===== config.mk =====
export PLATFORM = sky130hd
export DESIGN_NAME = ps2_scan_ctrl
export DESIGN_NICKNAME = d
export VERILOG_FILES = /design/src/rtl/ps2_pkg.sv /design/src/rtl/ps2_evt_fifo.sv /design/src/rtl/ps2_scan_ctrl.sv
export SDC_FILE = /design/constraint.sdc
export NUM_CORES = 1
export LEC_CHECK = 0
export ABC_AREA = 0
export CAP_MARGIN = 25
export CORE_MARGIN = 2
export CORE_UTILIZATION = 53
export CTS_BUF_LIST = sky130_fd_sc_hd__clkbuf_8 sky130_fd_sc_hd__clkbuf_16
export CTS_CLUSTER_DIAMETER = 50
export DETAILED_ROUTE_END_ITERATION = 16
export PLACE_DENSITY = 0.83
export SLEW_MARGIN = 15
export SYNTH_ARGS = -nofsm -noshare
export SYNTH_HDL_FRONTEND = slang
export SYNTH_SLANG_ARGS = --single-unit

===== constraint.sdc =====
create_clock -name clk -period 2.55 [get_ports clk]
set_clock_uncertainty 0.1 [all_clocks]
set_input_delay 0.3825 -clock clk [delete_from_list [all_inputs] [get_ports clk]]
set_output_delay 0.3825 -clock clk [all_outputs]
set_load 0.05 [all_outputs]

===== src/rtl/ps2_pkg.sv =====
// Shared constants and types for the PS/2 scan-code sequencer.
package ps2_pkg;

  localparam logic [7:0] PS2_EXT = 8'hE0;
  localparam logic [7:0] PS2_BRK = 8'hF0;

  typedef enum logic [1:0] {
    IDLE     = 2'd0,
    GOT_E0   = 2'd1,
    GOT_F0   = 2'd2,
    GOT_E0F0 = 2'd3
  } dec_state_t;

  typedef struct packed {
    logic [7:0] code;
    logic       ext;
    logic       brk;
  } ps2_evt_t;

endpackage


===== src/rtl/ps2_evt_fifo.sv =====
// First-word-fall-through FIFO of key events; head reads as zero while empty.
module ps2_evt_fifo
  import ps2_pkg::*;
#(
  parameter int unsigned DEPTH = 8
) (
  input  logic     clk,
  input  logic     rst_n,
  input  logic     push,
  input  ps2_evt_t din,
  input  logic     pop,
  output ps2_evt_t dout,
  output logic     full,
  output logic     empty
);

  localparam int unsigned AW = $clog2(DEPTH);

  logic [AW:0] wr_q, wr_d;
  logic [AW:0] rd_q, rd_d;
  ps2_evt_t    mem_q [DEPTH];
  logic        do_push, do_pop;

  assign empty = (wr_q == rd_q);
  assign full  = (wr_q[AW] != rd_q[AW]) && (wr_q[AW-1:0] == rd_q[AW-1:0]);

  // A push into a full FIFO still lands when the head leaves in the same cycle.
  assign do_pop  = pop & ~empty;
  assign do_push = push & (~full | do_pop);

  always_comb begin
    wr_d = wr_q;
    rd_d = rd_q;
    if (do_push) wr_d = wr_q + 1'b1;
    if (do_pop)  rd_d = rd_q + 1'b1;
  end

  always_ff @(posedge clk or negedge rst_n) begin
    if (!rst_n) begin
      wr_q <= '0;
      rd_q <= '0;
    end else begin
      wr_q <= wr_d;
      rd_q <= rd_d;
    end
  end

  always_ff @(posedge clk) begin
    if (do_push) mem_q[wr_q[AW-1:0]] <= din;
  end

  assign dout = empty ? '0 : mem_q[rd_q[AW-1:0]];

endmodule


===== src/rtl/ps2_scan_ctrl.sv =====
// PS/2 scan-code sequencer: strips E0/F0 prefixes into make/break events, queues them.
// Optional auto-repeat suppression is built when PS2_TYPEMATIC_FILTER_EN is defined.
module ps2_scan_ctrl
  import ps2_pkg::*;
#(
  parameter int unsigned FIFO_DEPTH  = 8,
  parameter int unsigned TIMEOUT_CYC = 50000
) (
  input  logic       clk,
  input  logic       rst_n,
  input  logic [7:0] rx_data,
  input  logic       rx_valid,
  output logic [7:0] evt_code,
  output logic       evt_ext,
  output logic       evt_break,
  output logic       evt_valid,
  input  logic       evt_ready,
  output logic [7:0] key_cnt,
  output logic       overflow,
  input  logic       clr
);

  localparam int unsigned TW = $clog2(TIMEOUT_CYC + 1);

  dec_state_t  state_q, state_d;
  logic [TW-1:0] tcnt_q, tcnt_d;
  logic [7:0]  key_cnt_q, key_cnt_d;
  logic        overflow_q, overflow_d;

  logic        emit, drop, push, pop, full, empty, accepted;
  ps2_evt_t    evt, head;

  always_comb begin
    state_d  = state_q;
    tcnt_d   = tcnt_q;
    emit     = 1'b0;
    evt.code = rx_data;
    evt.ext  = 1'b0;
    evt.brk  = 1'b0;
    if (rx_valid) begin
      tcnt_d = '0;
      unique case (state_q)
        IDLE: begin
          if (rx_data == PS2_EXT)      state_d = GOT_E0;
          else if (rx_data == PS2_BRK) state_d = GOT_F0;
          else                         emit = 1'b1;
        end
        GOT_E0: begin
          if (rx_data == PS2_BRK) state_d = GOT_E0F0;
          else if (rx_data != PS2_EXT) begin
            emit    = 1'b1;
            evt.ext = 1'b1;
            state_d = IDLE;
          end
        end
        GOT_F0: begin
          if (rx_data == PS2_EXT) state_d = GOT_E0F0;
          else if (rx_data != PS2_BRK) begin
            emit    = 1'b1;
            evt.brk = 1'b1;
            state_d = IDLE;
          end
        end
        GOT_E0F0: begin
          if (rx_data != PS2_EXT && rx_data != PS2_BRK) begin
            emit    = 1'b1;
            evt.ext = 1'b1;
            evt.brk = 1'b1;
            state_d = IDLE;
          end
        end
      endcase
    end else if (state_q != IDLE) begin
      // A stalled prefix is abandoned silently once the idle budget is spent.
      if (tcnt_q == TW'(TIMEOUT_CYC - 1)) begin
        state_d = IDLE;
        tcnt_d  = '0;
      end else begin
        tcnt_d = tcnt_q + 1'b1;
      end
    end
  end

`ifdef PS2_TYPEMATIC_FILTER_EN
  logic [7:0] last_code_q, last_code_d;
  logic       last_ext_q, last_ext_d;
  logic       held_q, held_d;
  logic       same_key;

  assign same_key = held_q && (last_code_q == evt.code) && (last_ext_q == evt.ext);

  always_comb begin
    last_code_d = last_code_q;
    last_ext_d  = last_ext_q;
    held_d      = held_q;
    drop        = 1'b0;
    if (emit) begin
      if (!evt.brk) begin
        if (same_key) begin
          drop = 1'b1;
        end else begin
          held_d      = 1'b1;
          last_code_d = evt.code;
          last_ext_d  = evt.ext;
        end
      end else if (same_key) begin
        held_d = 1'b0;
      end
    end
  end

  always_ff @(posedge clk or negedge rst_n) begin
    if (!rst_n) begin
      last_code_q <= '0;
      last_ext_q  <= 1'b0;
      held_q      <= 1'b0;
    end else begin
      last_code_q <= last_code_d;
      last_ext_q  <= last_ext_d;
      held_q      <= held_d;
    end
  end
`else
  assign drop = 1'b0;
`endif

  assign push     = emit & ~drop;
  assign pop      = evt_valid & evt_ready;
  assign accepted = push & (~full | pop);

  ps2_evt_fifo #(
    .DEPTH (FIFO_DEPTH)
  ) u_fifo (
    .clk   (clk),
    .rst_n (rst_n),
    .push  (push),
    .din   (evt),
    .pop   (pop),
    .dout  (head),
    .full  (full),
    .empty (empty)
  );

  always_comb begin
    key_cnt_d  = key_cnt_q;
    overflow_d = overflow_q;
    if (clr) begin
      key_cnt_d  = '0;
      overflow_d = 1'b0;
    end else begin
      if (accepted && !evt.brk) key_cnt_d = key_cnt_q + 1'b1;
      if (push && !accepted)    overflow_d = 1'b1;
    end
  end

  always_ff @(posedge clk or negedge rst_n) begin
    if (!rst_n) begin
      state_q    <= IDLE;
      tcnt_q     <= '0;
      key_cnt_q  <= '0;
      overflow_q <= 1'b0;
    end else begin
      state_q    <= state_d;
      tcnt_q     <= tcnt_d;
      key_cnt_q  <= key_cnt_d;
      overflow_q <= overflow_d;
    end
  end

  assign evt_valid = ~empty;
  assign evt_code  = head.code;
  assign evt_ext   = head.ext;
  assign evt_break = head.brk;
  assign key_cnt   = key_cnt_q;
  assign overflow  = overflow_q;

endmodule


==> impl_metrics.env <==
export IMPL_die_area_um2=10170
export IMPL_cts_tree="built"
export IMPL_numCtsBuffers=17
export IMPL_overflow=0
export IMPL_crit_arrival_ns=2.12
export IMPL_worstSkewPairLatency_ns=0.52
export IMPL_synth_cells=330
export IMPL_outcome="finished with violations"
export IMPL_htree_num_levels=4
export IMPL_syn_avg_cell_area_um2=15.07
export IMPL_cp_max_fo=6
export IMPL_cellPowerDensity_nw_per_um2=1223
export IMPL_worstHoldPathType="input port to async pin"
export IMPL_synth_ff_type="edfxtp_1"
export IMPL_ant_nets=0
export IMPL_setup_slack_ns=-0.04829
export IMPL_rsz0062_at_grt="true"
export IMPL_finalNetCount=423
export IMPL_place_congestion=0.8288
export IMPL_slew_headroom=0.3408
export IMPL_die_h_um=100.9
export IMPL_synth_yosys_seq_area_share=0.6591
export IMPL_start_util=0.5434
export IMPL_cts_root_buffer="clkbuf_8"
export IMPL_port_buffers=32
export IMPL_cts_buffer_depth=2
export IMPL_synth_distinct_cells=51
export IMPL_grt_pass1_vias=3252
export IMPL_hpwl_um=6102
export IMPL_final_area_um2=6364
export IMPL_num_fill_cells=581
export IMPL_syn_to_final_growth_pct=27.95
export IMPL_violations="setup timing"
export IMPL_power_mw=7.780
export IMPL_wl_um=10730
export IMPL_final_hold_viol_count=0
export IMPL_syn_area_um2=4974
export IMPL_yosysMostFrequentCell="edfxtp_1"
export IMPL_grt_total_usage=0.2317
export IMPL_num_vias=3119
export IMPL_final_min_clock_period_ns=2.598
export IMPL_synth_seq_cells=115
export IMPL_setup_viol=7
export IMPL_drc=0
export IMPL_cp_required_ns=2.07
export IMPL_yosysTopAreaCell="edfxtp_1"
export IMPL_syn_num_nets=347
export IMPL_hold_buffers=0
export IMPL_cts_sinks=115
export IMPL_grt_max_degree=36
export IMPL_io_pins=33
export IMPL_post_route_period_util=1.019
export IMPL_place_area_um2=5605
export IMPL_critPathKind="register to primary output"
export IMPL_vias_per_cell=5.885
export IMPL_synthTopCellsByCount="edfxtp_1, nor2_1, dfrtp_1"
export IMPL_leakagePower_nw=2.377
export IMPL_drv_cap=0
export IMPL_startpoint_type="register"
export IMPL_yosysTopAreaCellShare=0.4830
export IMPL_synthArstFlopShare=0.3043
export IMPL_wl_per_cell_um=20.25
export IMPL_drtIter0Drc=237
export IMPL_clk_pin_slew_worst_paths_ns=0.06
export IMPL_cp_end_kind="primary output"
export IMPL_n_antenna_cell=0
export IMPL_drtPass1Iterations=5
export IMPL_fmax_ghz=0.3849
export IMPL_synth_edf_count=80
export IMPL_std_cell_rows=35
export IMPL_coreArea_um2=9153
export IMPL_peakVddDrop_uv=586.5
export IMPL_max_slew_worst_pin_slew_ns=0.9835
export IMPL_grt_pass1_wl_um=16970
export IMPL_synth_warnings=0
export IMPL_antenna_found_initial=0
export IMPL_die_w_um=100.9
export IMPL_drive_above_1_share=0.2983
export IMPL_drv_slew=0
export IMPL_ys_top_cells_by_area="edfxtp_1, dfrtp_1, mux4_2"
final timing paths:
kind,start,endpoint,slack (ns),cells after the start
worst min register to register,u_fifo.rd_q[3],u_fifo.rd_q[3],0.40,1
worst max-delay path,u_fifo.rd_q[0],evt_code[4],-0.05,5
max in group asynchronous,rst_n,u_fifo.rd_q[0],1.83,2
min in group clk,u_fifo.rd_q[3],u_fifo.rd_q[3],0.40,1
worst min-delay path,rst_n,key_cnt[3],0.18,2
worst max register to register,u_fifo.rd_q[0],u_fifo.mem_q[3][1],0.18,10
what timing repair did:
action                     in CTS  in global routing
setup endpoints to repair      11                 11
resized for setup              23                  5
setup buffers                   9                  3
pin swaps                       4                  4
gates cloned                    4                  0
worst max-delay path, cell delays in order, from the launching register on:
cell and delay [ns]:
dfrtp_2 0.43, buf_6 0.17, mux4_2 0.52, mux2i_2 0.21, nor2_1 0.10, buf_6 0.16
area by class of cell:
class	count	area, um2	share of cell area
Sequential cell	115	3279	0.5153
Multi-Input combinational cell	196	1648	0.2589
Timing Repair Buffer	71	708.2	0.1113
Clock buffer	17	414.1	0.06508
Clock inverter	15	156.4	0.02458
Tap cell	111	138.9	0.02182
Inverter	5	18.77	0.002949
per-layer routing:
metal / wire length (um) / vias up / track usage
met5: 0 / - / 0
met4: 163 / 0 / 0.09694
met3: 546 / 20 / 0.05201
met2: 5473 / 118 / 0.3769
met1: 4551 / 1572 / 0.3034
li1: - / 1409 / -
placed cells by master (no fill, tap or decap), types with 4 or more instances in the layout:
master,count
edfxtp_1,80
mux2i_1,9
xor2_1,11
clkbuf_16,16
a21oi_1,6
nand4_1,5
nor2_2,5
nor2b_1,5
buf_4,30
dfrtp_1,34
xnor2_1,11
nand3_1,9
ha_1,4
inv_6,4
nand2_1,14
inv_1,4
nor2_1,32
o21ai_0,8
mux4_2,20
buf_12,5
clkdlybuf4s50_1,21
buf_6,14
nor3_1,6
cells by family (layout without fill, tap and decap cells):
logic type	Yosys count	in the layout	synth area share
buf+inv	19	108	0.01710
xor+xnor	22	22	0.03874
fa+ha+maj	4	4	0.01006
mux	35	35	0.1228
flops	115	115	0.6591
compound gates	28	28	0.03673
simple gates	107	107	0.1155
state kept, by name (all words and copies together) (netlist names):
name          count
u_fifo.mem_q     80
tcnt_q           16
key_cnt           8
u_fifo.rd_q       4
u_fifo.wr_q       4
state_q           2
overflow          1
power breakdown:
part / total [mW] / internal [mW] / switching, mW
registers: 2.41 / 2.29 / 0.121
clock network: 2.27 / 1.39 / 0.873
logic: 3.10 / 1.36 / 1.75
per-stage QoR:
| stage | util | TNS (ns) | cells | worst slack [ns] | hold WS, ns |
|---|---|---|---|---|---|
| floorplan | - | 0 | 330 | 0.001267 | -0.01309 |
| global placement | 0.6124 | -2.083 | 487 | -0.1708 | 0.3781 |
| detailed placement | 0.6124 | -9.682 | 487 | -0.3188 | 0.3812 |
| CTS | 0.7012 | -0.6236 | 531 | -0.09226 | 0.1786 |
| global route | 0.6953 | -0.9054 | 530 | -0.1263 | 0.2239 |
| finish | 0.6953 | -0.1196 | 530 | -0.04829 | 0.1780 |
(Power assumes the default switching activity.)
